===== src/rtl/cello_sweep_pkg.sv =====
`default_nettype none
// ============================================================================
//  Module      : cello_sweep_pkg
//  Description : Shared types and constants for the Cello truth-table sweeper.
//                State encoding, row count, golden table default and the
//                row -> truth-table bit mapping helper.
//  Revision    : 1.0  initial release
// ============================================================================
package cello_sweep_pkg;

    typedef enum logic [1:0] {
        IDLE   = 2'd0,
        DRIVE  = 2'd1,
        SAMPLE = 2'd2,
        DONE   = 2'd3
    } state_e;

    localparam int          NUM_ROWS   = 16;
    localparam logic [3:0]  LAST_ROW   = 4'd15;
    localparam logic [15:0] DEFAULT_TT = 16'h47FD;

    // Row k of the truth table lives at bit (15-k): row 0 is the MSB.
    function automatic logic [3:0] row_bit(input logic [3:0] k);
        return LAST_ROW - k;
    endfunction

endpackage : cello_sweep_pkg
`default_nettype wire


===== src/rtl/cello_tt_sweeper_timer.sv =====
`default_nettype none
// ============================================================================
//  Module      : sweep_settle_timer
//  Description : Loadable down-counter used to hold each input row for the
//                settle time. Saturates at zero; zero_o flags expiry.
//  Revision    : 1.0  initial release
//  Ports       : clk, rst     clock / asynchronous active-high reset
//                load_i       load value_i (has priority over dec_i)
//                dec_i        decrement by one when non-zero
//                value_i      CW-bit load value
//                zero_o       counter currently equals zero
// ============================================================================
module sweep_settle_timer #(
    parameter int CW = 8
) (
    input  logic          clk,
    input  logic          rst,
    input  logic          load_i,
    input  logic          dec_i,
    input  logic [CW-1:0] value_i,
    output logic          zero_o
);

    logic [CW-1:0] cnt_q;
    logic [CW-1:0] cnt_d;

    always_comb begin
        cnt_d = cnt_q;
        if (load_i) begin
            cnt_d = value_i;
        end else if (dec_i && (cnt_q != '0)) begin
            cnt_d = cnt_q - 1'b1;
        end
    end

    always_ff @(posedge clk or posedge rst) begin
        if (rst) begin
            cnt_q <= '0;
        end else begin
            cnt_q <= cnt_d;
        end
    end

    assign zero_o = (cnt_q == '0);

endmodule : sweep_settle_timer
`default_nettype wire


===== src/rtl/cello_tt_sweeper.sv =====
`default_nettype none
// ============================================================================
//  Module      : cello_tt_sweeper
//  Description : Stimulus/capture stage for a 4-input Cello logic netlist.
//                Walks {in1,in2,in3,in4} through rows 0..15, holds each row
//                SETTLE_CYCLES clocks, samples dut_out, builds the observed
//                truth table (row k at bit 15-k) and compares it against
//                EXPECTED_TT.
//  Revision    : 1.0  initial release
//  Build macro : CELLO_SWEEP_SYNC_EN - when defined, dut_out goes through a
//                2-flop synchronizer before capture (SETTLE_CYCLES >= 3).
//  Ports       : clk, rst          clock / asynchronous active-high reset
//                start             request a sweep (accepted in IDLE only)
//                dut_out           netlist output
//                in1..in4          netlist inputs, row index bits 3..0
//                busy              accepted start through last SAMPLE
//                done              one-cycle completion pulse
//                observed_tt       captured table
//                mismatch_mask     observed_tt ^ EXPECTED_TT
//                pass              observed_tt == EXPECTED_TT
// ============================================================================
module cello_tt_sweeper
    import cello_sweep_pkg::*;
#(
    parameter int          SETTLE_CYCLES = 16,
    parameter logic [15:0] EXPECTED_TT   = DEFAULT_TT,
    parameter int          CW            = 8
) (
    input  logic        clk,
    input  logic        rst,
    input  logic        start,
    input  logic        dut_out,
    output logic        in1,
    output logic        in2,
    output logic        in3,
    output logic        in4,
    output logic        busy,
    output logic        done,
    output logic [15:0] observed_tt,
    output logic [15:0] mismatch_mask,
    output logic        pass
);

    logic w_sample;

`ifdef CELLO_SWEEP_SYNC_EN
    localparam int MIN_SETTLE = 3;

    // Two-flop synchronizer; the captured value lags the pin by two clocks,
    // which the minimum settle time absorbs.
    logic [1:0] sync_q;
    always_ff @(posedge clk or posedge rst) begin
        if (rst) begin
            sync_q <= '0;
        end else begin
            sync_q <= {sync_q[0], dut_out};
        end
    end
    assign w_sample = sync_q[1];
`else
    localparam int MIN_SETTLE = 1;
    assign w_sample = dut_out;
`endif

    generate
        if ((SETTLE_CYCLES < MIN_SETTLE) || (SETTLE_CYCLES > (2**CW) - 1)) begin : g_bad_settle
            $fatal(1, "cello_tt_sweeper: SETTLE_CYCLES out of legal range");
        end
    endgenerate

    localparam logic [CW-1:0] RELOAD = CW'(SETTLE_CYCLES - 1);

    state_e      state_q, state_d;
    logic [3:0]  row_q, row_d;
    logic [3:0]  in_q, in_d;
    logic [15:0] obs_q, obs_d;
    logic [15:0] mm_q, mm_d;
    logic        pass_q, pass_d;
    logic        w_load;
    logic        w_dec;
    logic        w_zero;

    sweep_settle_timer #(
        .CW (CW)
    ) u_timer (
        .clk     (clk),
        .rst     (rst),
        .load_i  (w_load),
        .dec_i   (w_dec),
        .value_i (RELOAD),
        .zero_o  (w_zero)
    );

    always_ff @(posedge clk or posedge rst) begin
        if (rst) begin
            state_q <= IDLE;
            row_q   <= '0;
            in_q    <= '0;
            obs_q   <= '0;
            mm_q    <= '0;
            pass_q  <= 1'b0;
        end else begin
            state_q <= state_d;
            row_q   <= row_d;
            in_q    <= in_d;
            obs_q   <= obs_d;
            mm_q    <= mm_d;
            pass_q  <= pass_d;
        end
    end

    always_comb begin
        state_d = state_q;
        row_d   = row_q;
        obs_d   = obs_q;
        mm_d    = mm_q;
        pass_d  = pass_q;
        w_load  = 1'b0;
        w_dec   = 1'b0;

        case (state_q)
            IDLE: begin
                if (start) begin
                    state_d = DRIVE;
                    row_d   = '0;
                    obs_d   = '0;
                    mm_d    = '0;
                    pass_d  = 1'b0;
                    w_load  = 1'b1;
                end
            end
            DRIVE: begin
                w_dec = 1'b1;
                if (w_zero) begin
                    state_d = SAMPLE;
                end
            end
            SAMPLE: begin
                obs_d[row_bit(row_q)] = w_sample;
                if (row_q == LAST_ROW) begin
                    // Compare results are frozen from the completed table
                    // so they are valid in the same cycle done pulses.
                    state_d = DONE;
                    mm_d    = obs_d ^ EXPECTED_TT;
                    pass_d  = (obs_d == EXPECTED_TT);
                end else begin
                    state_d = DRIVE;
                    row_d   = row_q + 4'd1;
                    w_load  = 1'b1;
                end
            end
            DONE: begin
                state_d = IDLE;
            end
            default: begin
                state_d = IDLE;
            end
        endcase

        // Netlist inputs are registered; they follow the row only while the
        // sweep is actively driving and fall back to zero otherwise.
        in_d = ((state_d == DRIVE) || (state_d == SAMPLE)) ? row_d : 4'd0;
    end

    assign {in1, in2, in3, in4} = in_q;
    assign busy          = (state_q == DRIVE) || (state_q == SAMPLE);
    assign done          = (state_q == DONE);
    assign observed_tt   = obs_q;
    assign mismatch_mask = mm_q;
    assign pass          = pass_q;

endmodule : cello_tt_sweeper
`default_nettype wire


===== config.mk =====
export PLATFORM = sky130hd
export DESIGN_NAME = cello_tt_sweeper
export DESIGN_NICKNAME = d
export VERILOG_FILES = /design/src/rtl/cello_sweep_pkg.sv /design/src/rtl/cello_tt_sweeper_timer.sv /design/src/rtl/cello_tt_sweeper.sv
export SDC_FILE = /design/constraint.sdc
export NUM_CORES = 1
export LEC_CHECK = 0
export BUFFER_PORTS_ARGS = -buffer_cell sky130_fd_sc_hd__buf_2
export CORE_ASPECT_RATIO = 1.75
export CORE_MARGIN = 3
export CORE_UTILIZATION = 30
export DETAILED_ROUTE_END_ITERATION = 16
export PLACE_DENSITY_LB_ADDON = 0.25
export SLEW_MARGIN = 10
export SYNTH_ARGS = -nofsm -noshare
export SYNTH_HDL_FRONTEND = slang
export SYNTH_SLANG_ARGS = --single-unit

===== constraint.sdc =====
create_clock -name clk -period 2.37 [get_ports clk]
set_input_delay 0.237 -clock clk [delete_from_list [all_inputs] [get_ports clk]]
set_output_delay 0.237 -clock clk [all_outputs]
set_load 0.02 [all_outputs]

Yosys cells after proc, flatten, opt, wreduce, memory -nomap -nowiden
Cells that the tools add are included.
{"block": "word_totals", "in_bits": 4, "memories": 0, "ff_bits": 51, "output_inout_bits": 39, "latchBits": 0, "mem_bits_rw": 0, "mem_bits_ro": 0}
{"block": "op_classes", "n_lt_le_gt_ge": 2, "bitwise_logic": 1, "n_div": 0, "mux": 24, "mul": 0, "n_eq_ne": 9, "reduce_logical": 11, "shifts": 0, "addsub": 3}
{"cell": "$pmux W16 S2", "n": 2}
{"cell": "$mux W16", "n": 2}
{"cell": "$bwmux W16", "n": 1}
{"cell": "$eq A16 B15 Y1 const B", "n": 1}
{"cell": "$mux W8", "n": 2}
{"cell": "$mux W4", "n": 3}
{"cell": "$not A11 Y11", "n": 1}
{"cell": "$logic_not A8 Y1", "n": 1}
{"cell": "$pmux W2 S4", "n": 1}
{"cell": "$pmux W4 S2", "n": 1}
{"cell": "$reduce_bool A8 Y1", "n": 1}
{"cell": "$sub A8 B1 Y8 const B", "n": 1}
{"cell": "$eq A2 B2 Y1 const B", "n": 3}
{"cell": "$mux W1", "n": 6}
{"cell": "$mux W2", "n": 3}
{"cell": "$lt A4 B5 Y1 const B", "n": 1}
{"cell": "$add A4 B1 Y4 const B", "n": 1}
{"cell": "$demux W1 S4", "n": 1}
{"cell": "$eq A2 B1 Y1 const B", "n": 2}
{"cell": "$eq A4 B4 Y1 const B", "n": 1}
{"cell": "$ge A4 B1 Y1 const B", "n": 1}
{"cell": "$ne A2 B2 Y1 const B", "n": 2}
{"cell": "$pmux W1 S2", "n": 2}
{"cell": "$reduce_bool A2 Y1", "n": 2}
{"cell": "6 further kinds", "n": 8}

Longest topological paths before layout
{"block": "logic_depth", "depth_word": 9, "ltp_mapped": 8, "depth_no_buf": 7}

By module
From an unflattened synthesis, not the netlist that was laid out.
{"block": "hier_totals", "cells_unflattened": 265, "hier_area_um2": 2681.3}
{"module": "cello_tt_sweeper", "area_each_um2": 2185.8, "cells_per_inst": 212, "seq_area_each_um2": 1076.0, "n_inst": 1}
{"module": "sweep_settle_timer", "area_each_um2": 495.5, "cells_per_inst": 53, "seq_area_each_um2": 200.2, "n_inst": 1}

Worst setup path after synthesis
Ideal clock, no wire load.
{"block": "synth_timing", "path_kind": "register to register", "startpoint": "register u_timer.cnt_q[2]", "endpoint": "register in_q[2]", "required_time_ns": 2.251, "stages_incl_launch_ff": 6, "setup_time_ns": 0.119, "period_less_slack_ns": 2.100, "arrival_time_ns": 1.981, "setup_slack_ns": 0.270, "cell_sequence": "dfrtp_1 or4_4 o41a_4 o32a_4 xnor2_2 and2_1"}
{"block": "synth_via", "elab_chain_len": 6, "word_cells_on_any_way": 7, "classes_between": "eq/ne (2); mux (3); reduce/logical (2)"}
{"item": "from (decl)", "line_no": "cello_tt_sweeper_timer.sv:24", "rtl": "logic [CW-1:0] cnt_q;"}
{"item": "from (signal assigned)", "line_no": "cello_tt_sweeper_timer.sv:40", "rtl": "cnt_q <= cnt_d;"}
{"item": "$logic_not A8 Y1 (*)", "line_no": "cello_tt_sweeper_timer.sv:44", "rtl": "assign zero_o = (cnt_q == '0);"}
{"item": "$mux W2 (*)", "line_no": "cello_tt_sweeper.sv:134", "rtl": "if (w_zero) begin"}
{"item": "$pmux W2 S4 (*)", "line_no": "cello_tt_sweeper.sv:121", "rtl": "case (state_q)"}
{"item": "via state_d[0]", "line_no": "cello_tt_sweeper.sv:73", "rtl": "state_e state_q, state_d;"}
{"item": "$eq A2 B1 Y1 or $eq A2 B2 Y1 (tied branches)", "line_no": "cello_tt_sweeper.sv:162", "rtl": "in_d = ((state_d == DRIVE) || (state_d == SAMPLE)) ? row_d : 4'd0;"}
{"item": "$logic_or A1 B1 Y1 (*)", "line_no": "cello_tt_sweeper.sv:162"}
{"item": "$mux W4 (*)", "line_no": "cello_tt_sweeper.sv:162"}
{"item": "via in_d[2]", "line_no": "cello_tt_sweeper.sv:75", "rtl": "logic [3:0] in_q, in_d;"}
{"item": "to (signal assigned)", "line_no": "cello_tt_sweeper.sv:105", "rtl": "in_q <= in_d;"}
{"item": "to (decl)", "line_no": "cello_tt_sweeper.sv:75"}
Mark *: on every way through the listed nets, which the timed path passes. The rest lies on a longest branch.
A chain may end at the register's enable or synchronous reset.

Worst setup path after layout
Same ends and word-level chain as after synthesis.

==> impl_metrics.yaml <==
status:
  status: "finished, final reports clean"
setup_path:
  critPathMaxFanout: 8
  setup.worst_path.class: "flop to flop"
  endpoint_kind: "flop"
  cp.arrival_ns: 2.37
  cp.required_ns: 2.55
  start_kind: "flop"
global_route:
  grt_util_met3_pct: 2.62
  use_met1_pct: 15.6
  track_usage_pct: 13.8
  met2_usage_pct: 24.0
  busiest_layer: "met2"
  grt_pass1_vias: 1964
  overflow: 0
  antenna_found_initial: 0
  grt_pass1_wl_um: 9980
  grt_max_degree: 52
detailed_routing:
  wl_per_cell_um: 16.5
  initialDrtViolationCount: 109
  firstDrtPassIters: 4
  route.detailed.drc: 0
  vias: 1939
  detail-route-antenna-nets: 0
  drt_wl_total_um: 6180
  via_per_inst: 5.18
timing:
  fin_crit_sh_pct: 92.1
  worst_slew_pin_slew_ns: 0.652
  max_freq_mhz: 458
  period_needed_ns: 2.18
  slew_violations: 0
  setup_ws_ns: 0.188
  max_slew_margin_pct: 55.9
  hold_viol_final: 0
  rsz0062_at_grt: "no"
  setup-violations-final: 0
  fin_skew_ns: 0.00599
  tns_ns: 0
cts:
  ctsResizeCount: 0
  htreeDepth: 2
  postCtsSetupBuffers: 0
  numCtsBuffers: 5
  clkSinkCount: 51
  hold_buffers: 0
  insertion_delay_ns: 0.29
  cts_tree: "yes"
  clockBufferDepth: 2
  path_clk_slew_ns: 0.07
  root_buffer: "clkbuf_16"
placed_design:
  post-dp-hpwl_um: 4460
  numPortBuffers: 42
  pre_cts_slack_ns: 0.190
  dp.cells: 366
  gp_congestion: 0.789
synth:
  synth_top_area_share_pct: 51.2
  ys_ff_latch: 51
  yosysTopAreaCell: "dfrtp_1"
  ys_async_sr_fraction_pct: 100
  syn_nets: 252
  synth_cell_types: 40
  ys_warn_count: 0
  synth_ff_type: "dfrtp_1"
  synth_edf_count: 0
  syn_area_per_cell_um2: 10.5
  synth_area_leaders: "dfrtp_1, mux2i_1, nand2_1"
  ys_seq_area_share_pct: 51.2
  syn_area_mm2: 0.00249
  synth_cells: 237
cells_and_area:
  diodes: 0
  finalNetCount: 298
  utilization_pct: 37.4
  synthToLayoutAreaGrowth_pct: 20.4
  finalNonFillerCells: 374
  drive_gt1_share_pct: 22.9
power:
  leakage_uw: 0.00153
  power.total_uw: 2320
  irDropWorstVdd_v: 0.000422
  powerDensity_mw_per_mm2: 772
flow_run:
  cap_violations: 0
floorplan:
  die_area_mm2: 0.00949
  io_pins: 43
  fp.dieW_um: 74.9
  coreArea_mm2: 0.00802
  die_h_um: 127
  rows: 43
  initial_core_util_pct: 31.1
min_path:
  min-delay-path-class: "input port to asynchronous set/reset pin"
==> registers in the layout, indices dropped and copies added, names as in the netlist <==
signal         cells
pass               1
in_q               4
row_q              4
observed_tt       16
mismatch_mask     16
state_q            2
u_timer.cnt_q      8
==> per-layer routing <==
layer | wire, um | part of all wire [%]
met3 | 224 | 3.6
met4 | 174 | 2.8
met5 | 0 | 0
met1 | 2450 | 40
met2 | 3330 | 54
==> power breakdown <==
group	total (uW)	leakage [uW]	switching [uW]	internal, uW
Combinational	520	0.000750	334	186
Sequential	961	0.000695	49.5	911
Clock	837	0.0000868	312	525
==> Yosys cell counts, drive strengths merged (2+ instances only) <==
cell type and number:
nand3 6, nor3b 3, a21oi 3, nor4 4
xor2 4, nand2 37, o21ai 27, clkbuf 9
and2 6, nor3 3, inv 9, mux2i 15
nand3b 5, a22o 11, dfrtp 51, nand4 2
nand4b 2, xnor2 3, nor2 8, ha 11
==> placed cells by master (no fill, tap or decap), drive strengths merged, types with 2 or more instances in the layout <==
cell    instances
xor2            4
nand4b          2
a22o           11
nor4            4
nand2          37
a21oi           3
mux2i          15
nor2            8
xnor2           3
nor3b           3
inv             9
nand4           2
o21ai          27
ha             11
nand3           6
clkbuf          6
dfrtp          51
and2            6
nand3b          5
nor3            3
buf            49
==> logic make-up (layout without fill, tap and decap cells) <==
| group | count (synthesis) | after routing | synth area share [%] |
|---|---|---|---|
| simple gates | 83 | 83 | 16.9 |
| compound gates | 50 | 50 | 14.1 |
| fa+ha+maj | 11 | 11 | 5.52 |
| buf+inv | 19 | 66 | 3.01 |
| flops | 51 | 51 | 51.2 |
| mux | 16 | 16 | 6.47 |
| xor+xnor | 7 | 7 | 2.76 |
==> stage by stage <==
stage / hold WS, ns / area (um2)
after global routing: 0.160 / 3000
after global placement: 0.453 / 2830
final: 0.0954 / 3000
after CTS: 0.138 / 3000
after detailed placement: 0.456 / 2830
after floorplan: 0.495 / 2490
==> worst max-delay path, cell delays in order, from the launching register on <==
cell     delay [ns]
dfrtp_1        0.43
or4_4          0.57
o41a_4         0.42
o32a_4         0.34
xnor2_2        0.15
and2_1         0.17
==> cell type report <==
class,instances,area [um2]
Multi-Input combinational cell,167,1140
Timing Repair Buffer,49,263
Clock inverter,2,35.0
Tap cell,90,113
Inverter,9,33.8
Clock buffer,6,139
Fill cell,818,5010
Sequential cell,51,1280
==> path summary, 6_finish.rpt <==
kind | cells past startpoint | end | slack [ns] | startpoint
worst min register to register | 2 | mismatch_mask[12]$_DFFE_PP0P_ | 0.48 | mismatch_mask[12]$_DFFE_PP0P_
worst min-delay path | 3 | in_q[1]$_DFF_PP0_ | 0.1 | rst
max in group asynchronous | 3 | u_timer.cnt_q[7]$_DFFE_PP0P_ | 1.81 | rst
worst max register to register | 5 | in_q[2]$_DFF_PP0_ | 0.19 | u_timer.cnt_q[2]$_DFFE_PP0P_
worst max-delay path | 5 | in_q[2]$_DFF_PP0_ | 0.19 | u_timer.cnt_q[2]$_DFFE_PP0P_
min in group clk | 4 | state_q[1]$_DFF_PP0_ | 0.33 | start
Note: power is estimated with default switching activity, not from simulation.
